**src/rtl/alu_bist.sv**
```systemverilog
// rtl/alu_bist.sv - built-in self-test driver/checker for the 8-bit alu
//
// Drives the alu operand/instruction interface with LFSR operands, sweeping
// all eight instructions N_PER_INST vectors each, and checks the returned
// result/overflow LAT cycles later against an internal golden model.
//
// Ports:
//   clk_p_i          clock, rising edge
//   reset_p_i        synchronous active-high reset
//   start_i          start pulse, honoured in IDLE or DONE only
//   alu_a_o/alu_b_o  operands to the alu (two's complement)
//   alu_inst_o       instruction code to the alu
//   alu_data_i       alu result
//   alu_ovf_i        alu overflow flag
//   busy_o           high while issuing vectors or draining the check pipe
//   done_o           high once the run has completed
//   pass_o           valid with done_o; 1 iff no mismatches
//   err_cnt_o        saturating mismatch count
//
// Optional feature macro ALU_BIST_ERR_LOG_EN adds first_err_* outputs that
// capture the first failing vector of a run.

module alu_bist #(
    parameter int          N_PER_INST = 100,
    parameter int          LAT        = 2,
    parameter logic [15:0] SEED       = 16'hACE1
) (
    input  logic        clk_p_i,
    input  logic        reset_p_i,
    input  logic        start_i,
    output logic [7:0]  alu_a_o,
    output logic [7:0]  alu_b_o,
    output logic [2:0]  alu_inst_o,
    input  logic [7:0]  alu_data_i,
    input  logic        alu_ovf_i,
    output logic        busy_o,
    output logic        done_o,
    output logic        pass_o,
    output logic [15:0] err_cnt_o
`ifdef ALU_BIST_ERR_LOG_EN
    ,
    output logic        first_err_vld_o,
    output logic [2:0]  first_err_inst_o,
    output logic [7:0]  first_err_a_o,
    output logic [7:0]  first_err_b_o,
    output logic [7:0]  first_err_data_o,
    output logic        first_err_ovf_o
`endif
);

    typedef enum logic [1:0] {
        S_IDLE,
        S_RUN,
        S_DRAIN,
        S_DONE
    } state_t;

    state_t      state;
    state_t      state_n;

    logic [15:0] lfsr;
    logic [15:0] lfsr_step;
    logic [9:0]  vec_cnt;
    logic [2:0]  drain_cnt;
    // High during every cycle in which the operand outputs carry an issued vector.
    logic        vec_vld;

    logic        start_run;
    logic        last_vec;
    logic        drain_end;

    logic signed [16:0] ae;
    logic signed [16:0] be;
    logic signed [16:0] e;
    logic               e_ovf;

    logic        pipe_vld  [LAT];
    logic [7:0]  pipe_data [LAT];
    logic        pipe_ovf  [LAT];

    logic        chk;
    logic        fail;
    logic [15:0] err_next;

    assign start_run = start_i && (state == S_IDLE || state == S_DONE);
    assign last_vec  = (alu_inst_o == 3'd7) && (vec_cnt == 10'(N_PER_INST - 1));
    assign drain_end = (drain_cnt == 3'(LAT - 1));

    // Fibonacci LFSR, taps 16,14,13,11, shifting toward bit 0.
    assign lfsr_step = {lfsr[0] ^ lfsr[2] ^ lfsr[3] ^ lfsr[5], lfsr[15:1]};

    assign busy_o = (state == S_RUN) || (state == S_DRAIN);
    assign done_o = (state == S_DONE);

    always_ff @(posedge clk_p_i) begin
        if (reset_p_i) begin
            state <= S_IDLE;
        end else begin
            state <= state_n;
        end
    end

    always_comb begin
        state_n = state;
        case (state)
            S_IDLE:  if (start_i)   state_n = S_RUN;
            S_RUN:   if (last_vec)  state_n = S_DRAIN;
            S_DRAIN: if (drain_end) state_n = S_DONE;
            S_DONE:  if (start_i)   state_n = S_RUN;
            default: state_n = S_IDLE;
        endcase
    end

    // Golden model evaluated on the registered vector the alu currently sees,
    // so it enters the pipe one cycle after issue and leaves after LAT stages,
    // aligned with the alu result.
    assign ae = {{9{alu_a_o[7]}}, alu_a_o};
    assign be = {{9{alu_b_o[7]}}, alu_b_o};

    always_comb begin
        e = ae + be;
        case (alu_inst_o)
            3'd0: e = ae + be;
            3'd1: e = be - ae;
            3'd2: e = ae * be;
            3'd3: e = ae & be;
            3'd4: e = ae ^ be;
            3'd5: e = (ae < 0) ? -ae : ae;
            3'd6: e = (ae + be) >>> 1;
            3'd7: e = (ae > be) ? ae : be;
            default: e = ae + be;
        endcase
    end

    assign e_ovf = (e > 17'sd127) || (e < -17'sd128);

    assign chk  = pipe_vld[LAT-1];
    // On expected overflow only the flag matters; otherwise flag and data must match.
    assign fail = chk && (pipe_ovf[LAT-1] ? !alu_ovf_i
                                          : (alu_ovf_i || (alu_data_i != pipe_data[LAT-1])));
    assign err_next = (fail && err_cnt_o != 16'hFFFF) ? err_cnt_o + 16'd1 : err_cnt_o;

    always_ff @(posedge clk_p_i) begin
        if (reset_p_i) begin
            lfsr       <= SEED;
            alu_a_o    <= '0;
            alu_b_o    <= '0;
            alu_inst_o <= '0;
            vec_cnt    <= '0;
            drain_cnt  <= '0;
            vec_vld    <= 1'b0;
            pass_o     <= 1'b0;
            err_cnt_o  <= '0;
            for (int i = 0; i < LAT; i++) begin
                pipe_vld[i]  <= 1'b0;
                pipe_data[i] <= '0;
                pipe_ovf[i]  <= 1'b0;
            end
        end else begin
            pipe_vld[0]  <= vec_vld;
            pipe_data[0] <= e[7:0];
            pipe_ovf[0]  <= e_ovf;
            for (int i = 1; i < LAT; i++) begin
                pipe_vld[i]  <= pipe_vld[i-1];
                pipe_data[i] <= pipe_data[i-1];
                pipe_ovf[i]  <= pipe_ovf[i-1];
            end

            err_cnt_o <= start_run ? 16'd0 : err_next;

            if (start_run) begin
                alu_a_o    <= lfsr[7:0];
                alu_b_o    <= lfsr[15:8];
                alu_inst_o <= 3'd0;
                vec_cnt    <= '0;
                lfsr       <= lfsr_step;
                vec_vld    <= 1'b1;
                pass_o     <= 1'b0;
            end else if (state == S_RUN) begin
                if (last_vec) begin
                    // Operands hold the last vector through the drain.
                    vec_vld   <= 1'b0;
                    drain_cnt <= '0;
                end else begin
                    alu_a_o <= lfsr[7:0];
                    alu_b_o <= lfsr[15:8];
                    lfsr    <= lfsr_step;
                    if (vec_cnt == 10'(N_PER_INST - 1)) begin
                        vec_cnt    <= '0;
                        alu_inst_o <= alu_inst_o + 3'd1;
                    end else begin
                        vec_cnt <= vec_cnt + 10'd1;
                    end
                end
            end else if (state == S_DRAIN) begin
                drain_cnt <= drain_cnt + 3'd1;
                if (drain_end) begin
                    pass_o <= (err_next == 16'd0);
                end
            end
        end
    end

`ifdef ALU_BIST_ERR_LOG_EN
    logic [7:0] pipe_a    [LAT];
    logic [7:0] pipe_b    [LAT];
    logic [2:0] pipe_inst [LAT];

    always_ff @(posedge clk_p_i) begin
        if (reset_p_i) begin
            for (int i = 0; i < LAT; i++) begin
                pipe_a[i]    <= '0;
                pipe_b[i]    <= '0;
                pipe_inst[i] <= '0;
            end
            first_err_vld_o  <= 1'b0;
            first_err_inst_o <= '0;
            first_err_a_o    <= '0;
            first_err_b_o    <= '0;
            first_err_data_o <= '0;
            first_err_ovf_o  <= 1'b0;
        end else begin
            pipe_a[0]    <= alu_a_o;
            pipe_b[0]    <= alu_b_o;
            pipe_inst[0] <= alu_inst_o;
            for (int i = 1; i < LAT; i++) begin
                pipe_a[i]    <= pipe_a[i-1];
                pipe_b[i]    <= pipe_b[i-1];
                pipe_inst[i] <= pipe_inst[i-1];
            end
            if (start_run) begin
                first_err_vld_o  <= 1'b0;
                first_err_inst_o <= '0;
                first_err_a_o    <= '0;
                first_err_b_o    <= '0;
                first_err_data_o <= '0;
                first_err_ovf_o  <= 1'b0;
            end else if (fail && !first_err_vld_o) begin
                first_err_vld_o  <= 1'b1;
                first_err_inst_o <= pipe_inst[LAT-1];
                first_err_a_o    <= pipe_a[LAT-1];
                first_err_b_o    <= pipe_b[LAT-1];
                first_err_data_o <= alu_data_i;
                first_err_ovf_o  <= alu_ovf_i;
            end
        end
    end
`endif

endmodule

```
**config.mk**
```make
export PLATFORM = sky130hd
export DESIGN_NAME = alu_bist
export DESIGN_NICKNAME = d
export VERILOG_FILES = /design/src/rtl/alu_bist.sv
export SDC_FILE = /design/constraint.sdc
export NUM_CORES = 1
export LEC_CHECK = 0
export BUFFER_PORTS_ARGS = -buffer_cell sky130_fd_sc_hd__clkbuf_2
export CELL_PAD_IN_SITES_DETAIL_PLACEMENT = 0
export CELL_PAD_IN_SITES_GLOBAL_PLACEMENT = 1
export CORE_MARGIN = 5
export CORE_UTILIZATION = 35
export CTS_CLUSTER_DIAMETER = 120
export DETAILED_ROUTE_END_ITERATION = 16
export PLACE_DENSITY = 0.73
export SYNTH_ARGS = -nofsm -noshare
export SYNTH_HDL_FRONTEND = slang
export SYNTH_SLANG_ARGS = --single-unit
```
**constraint.sdc**
```tcl
create_clock -name clk_p_i -period 11.02 [get_ports clk_p_i]
set_input_delay 1.653 -clock clk_p_i [delete_from_list [all_inputs] [get_ports clk_p_i]]
set_output_delay 1.653 -clock clk_p_i [all_outputs]
set_load 0.02 [all_outputs]
```
### After elaboration in Yosys (flattened, before gate mapping)

Memory sizes are Yosys's and may differ from the RTL's.
Index checks and enable logic that the tools add are counted.

| storage, ports and cells | value |
|---|---|
| register bits | 68 |
| RAM bits | 20 |
| bits of input ports | 12 |
| memories | 3 |

Memories:

| memory | words | width | rd ports | clocked after memory_dff | wr ports | RTL line | text |
|---|---|---|---|---|---|---|---|
| pipe_data | 2 | 8 | 2 | 0 | 2 | 78 | `logic [7:0] pipe_data [LAT];` |
| pipe_ovf | 2 | 1 | 2 | 0 | 2 | 79 | `logic pipe_ovf [LAT];` |
| pipe_vld | 2 | 1 | 2 | 0 | 2 | 77 | `logic pipe_vld [LAT];` |

| operators by class | value |
|---|---|
| $add $sub $neg | 7 |
| multipliers | 1 |
| magnitude comparators | 4 |
| eq/ne operators | 18 |
| muxes and demuxes | 34 |
| bitwise operators | 14 |
| reduce and logical (&&, ||, !) cells | 24 |

Operators by type and width:

| cell | number |
|---|---|
| case mux 17 bit (8 select lines) | 1 |
| two-way mux 16 bit | 4 |
| two-way mux 8 bit | 8 |
| two-way mux 17 bit | 2 |
| greater-than comparator 17 x 8 -> 1 bit (second input constant) | 1 |
| < comparator 17 x 8 -> 1 bit (second input constant) | 1 |
| negation 8 -> 17 bit | 1 |
| adder 16 x 1 -> 16 bit (second input constant) | 1 |
| logical NOT 16 bit | 1 |
| multiplier 8 x 8 -> 16 bit | 1 |
| inequality test 16 bit (second input constant) | 1 |
| == test 3 bit (second input constant) | 4 |
| AND reduction 3 bit | 4 |
| two-way mux 1 bit | 11 |
| adder 10 x 1 -> 10 bit (second input constant) | 1 |
| == test 10 x 7 -> 1 bit (second input constant) | 1 |
| two-way mux 10 bit | 1 |
| adder 8 x 8 -> 9 bit | 1 |
| two-way mux 3 bit | 3 |
| subtractor 8 x 8 -> 9 bit | 1 |
| AND 8 bit | 1 |
| greater-than comparator 8 bit | 1 |
| < comparator 8 x 1 -> 1 bit (second input constant) | 1 |
| inequality test 8 bit | 1 |
| 21 further kinds | 49 |

### Longest topological paths before layout

| logic depth | value |
|---|---|
| word-level depth | 7 |
| depth in mapped cells | 20 |
| depth with buffers taken out | 19 |

### Least setup slack after synthesis

No wires, ideal clock.

| timing path | value |
|---|---|
| path type | register to register |
| from | register alu_a_o[7] |
| to | memory pipe_ovf[0][0] |
| library setup time | 0.131 ns |
| data arrival time | 4.892 ns |
| data required time | 10.889 ns |
| setup slack | 5.997 ns |
| cell stages (with the launch flop) | 20 |
| period minus slack after synthesis | 5.023 ns |
| cell sequence | dfxtp_1 clkbuf_1 and2_1 fa_1 inv_1 fa_1 inv_1 fa_1 inv_1 fa_1 inv_1 ha_1 a21o_1 a21oi_1 o31ai_1 a21o_1 a21oi_1 xnor2_1 o311ai_0 a31oi_1 |

RTL lines:

| element | RTL line | text |
|---|---|---|
| from (decl) | 31 | `output logic [7:0] alu_a_o,` |
| from (signal assigned) | 172 | `alu_a_o <= lfsr[7:0];` |
| from (signal assigned) | 185 | `alu_a_o <= lfsr[7:0];` |
| to (decl) | 79 |  |

==> flow_metrics.py <==
metrics = {
    "detailed_routing": {
        "top_layer": "met4",
        "wl_um": 18400,
        "vias_per_cell": 5.03,
        "wl_met1_um": 8740,
        "route.met2.wl_um": 8160,
        "drt_iter0_drc": 366,
        "wl_met3_um": 1140,
        "vias": 6006,
        "drcViolationCount": 0,
        "first_pass_iters": 5,
        "ant_nets": 0,
        "wl_per_cell_um": 15.4,
    },
    "critical_path": {
        "cp.arrival_ns": 5.57,
        "critPathTopFamily": "adder cells",
        "cpPeakStageDelay_ns": 0.66,
        "critPathCaptureType": "register",
        "r2r_setup_slack_ns": 5.64,
        "cp-start-kind": "register",
        "crit_path_top_delay_cell": "dfxtp_1",
        "cp_max_fo": 14,
        "critical_path_class": "reg -> reg",
        "worstPathRequired_ns": 11.21,
        "critPathBufInv": 4,
        "path_cells": "ha_1, inv_1, fa_1, inv_1, fa_1, fa_1, inv_1, fa_1, inv_1, ha_1, nand3_1, nand2_1, a41oi_1, xor2_1, nor4_1, nand4b_1, o311ai_0, a31oi_1",
    },
    "grt": {
        "antenna_found_initial": 0,
        "gr-total-overflow": 0,
        "grt_pass1_wl_um": 29900,
        "gr-usage-all-layers_pct": 15.4,
        "grt_pass1_vias": 5699,
        "grt_max_degree": 53,
    },
    "timing": {
        "maxSlewViolCount": 0,
        "finalWorstSetupSlack_ns": 5.64,
        "fin_skew_ns": 0.00575,
        "setup_violations": 0,
        "min_period_ns": 5.38,
        "hold_violations": 0,
        "tightest_slew_ns": 1.21,
        "relSlewSlack_pct": 19.4,
        "rsz0062_at_grt": "false",
        "fmax_mhz": 186,
        "finalCritPeriodShare_pct": 48.8,
        "tns_ns": 0,
    },
    "cells_and_area": {
        "diodes": 0,
        "instances_no_fill": 1193,
        "regArea_um2": 1600,
        "drive_gt1_share_pct": 8.39,
        "multi_input_area_um2": 5090,
        "fin_nets": 1043,
        "area_growth_pct": 9.19,
        "final_core_util_pct": 38.5,
        "num-fill-cells": 2193,
    },
    "yosys": {
        "yosys_warnings": 0,
        "synth_cell_types": 63,
        "synth_seq_area_share_pct": 21.8,
        "syn_area_um2": 7340,
        "synth_edf_count": 0,
        "synth-main-ff-cell": "dfxtp_1",
        "syn_inst": 901,
        "synth.ff_latch_count": 80,
        "async_flop_share_pct": 0,
        "syn_nets": 1030,
        "avgSynthCellArea_um2": 8.14,
    },
    "clocking": {
        "clk_pin_slew_worst_paths_ns": 0.06,
        "cts_buffers": 9,
        "htreeDepth": 3,
        "cts_tree": "done",
        "numClockSinks": 80,
        "clockRootBuffer": "clkbuf_16",
        "post_cts_buffers": 0,
        "cts_buffer_depth": 2,
        "clk_latency_ns": 0.34,
        "holdBufCountCts": 0,
        "cts_resized": 0,
    },
    "die": {
        "io_pins": 50,
        "fp.dieW_um": 155,
        "chipHeight_um": 155,
        "coreArea_um2": 20800,
        "rows": 53,
        "initial_utilization_pct": 35.2,
        "fp.dieArea_um2": 24000,
    },
    "power": {
        "powerDensity_nw_per_um2": 217,
        "ir_worst_vdd_v": 0.000119,
        "leakage_nw": 3.48,
    },
    "placed_design": {
        "gp_congestion": 0.907,
        "port_buffers": 49,
        "pre_cts_ws_ns": 5.70,
        "place_inst": 1178,
        "dpl.hpwl_um": 14000,
    },
    "flow_run": {
        "max_cap_violations": 0,
    },
    "hold_path": {
        "min_path_type": "reg -> reg",
    },
    "outcome": {
        "status": "completed",
    },
}
-- registers in the layout, indices dropped and copies added (netlist names) --
name and count:
alu_inst_o 3, alu_a_o 8, vec_cnt 10, state 2, pass_o 1, lfsr 9, alu_b_o 7, pipe_ovf 2
vec_vld 1, drain_cnt 3, pipe_vld 2, pipe_data 16, err_cnt_o 16
-- layout make-up --
cell class | count | share of cell area, %
Clock inverter | 3 | 0.531
Clock buffer | 12 | 3.08
Inverter | 115 | 5.39
Sequential cell | 80 | 20.0
Tap cell | 275 | 4.29
Timing Repair Buffer | 51 | 3.25
Multi-Input combinational cell | 657 | 63.5
-- stage by stage --
stage	hold WS, ns	instance area, um2	total power [mW]
floorplan	0.414	7340	1.21
global placement	0.421	7720	1.45
detailed placement	0.420	7720	1.44
CTS	0.435	8010	1.75
global route	0.453	8010	1.90
finish	0.434	8010	1.73
-- per-layer routing --
| layer | up-vias | track usage [%] |
|---|---|---|
| met5 | - | 0 |
| met4 | 0 | 3.45 |
| met3 | 28 | 3.36 |
| met2 | 171 | 24.1 |
| met1 | 2819 | 21.9 |
| li1 | 2988 | - |
-- cells in the mapped netlist, types with 6 or more instances --
| cell type | n | area, um2 |
|---|---|---|
| a211oi_1 | 12 | 90.1 |
| a21oi_1 | 52 | 260 |
| a221oi_1 | 10 | 87.6 |
| and2_1 | 30 | 188 |
| buf_4 | 8 | 60.1 |
| clkbuf_1 | 39 | 146 |
| dfxtp_1 | 80 | 1600 |
| fa_1 | 57 | 1140 |
| ha_1 | 60 | 751 |
| inv_1 | 115 | 432 |
| nand2_1 | 98 | 368 |
| nand2b_1 | 6 | 37.5 |
| nand3_1 | 17 | 85.1 |
| nand4_1 | 10 | 62.6 |
| nor2_1 | 82 | 308 |
| nor2b_1 | 18 | 113 |
| nor3_1 | 12 | 60.1 |
| o21ai_0 | 31 | 155 |
| xnor2_1 | 38 | 333 |
| xor2_1 | 30 | 263 |
-- layout by cell type (no fill, tap or decap), types with 4 or more instances in the layout --
cell type and n:
inv_1 115, nand2_1 98, nor2_1 82, dfxtp_1 80, ha_1 60, fa_1 57, a21oi_1 51, clkbuf_2 49
xnor2_1 38, o21ai_0 31, and2_1 30, xor2_1 30, nor2b_1 18, nand3_1 17, nor3_1 12, a211oi_1 12
nand4_1 10, a221oi_1 10, clkbuf_16 9, nand2b_1 6, a21o_1 5, a31oi_1 5, and3_1 5, nand3b_1 5
mux2i_1 5, and4_1 4, nor4_1 4, a22oi_1 4, o21a_1 4, or3_1 4
-- final timing paths --
kind	from	cells after the start	to
worst max-delay path	alu_a_o[4]$_SDFFE_PP0P_	18	pipe_ovf[0][0]$_SDFF_PP0_
worst min-delay path	pipe_vld[0][0]$_SDFF_PP0_	1	pipe_vld[0][1]$_SDFF_PP0_
worst max register to register	alu_a_o[4]$_SDFFE_PP0P_	18	pipe_ovf[0][0]$_SDFF_PP0_
worst min register to register	pipe_vld[0][0]$_SDFF_PP0_	1	pipe_vld[0][1]$_SDFF_PP0_
-- cell families (layout without fill, tap and decap cells) --
family          after synthesis  after routing  synth area share, %
simple gates                310            310                 20.7
buf+inv                     164            181                 8.92
compound gates              154            154                 13.5
fa+ha+maj                   117            117                 25.8
flops                        80             80                 21.8
xor+xnor                     68             68                 8.12
mux                           8              8                 1.14
-- report_power, final --
part	total, mW	internal (mW)	switching [mW]
Clock	0.296	0.180	0.116
Combinational	1.00	0.389	0.612
Sequential	0.439	0.347	0.0919
Total	1.73	0.915	0.820
Note: power is estimated with default switching activity, not from simulation.
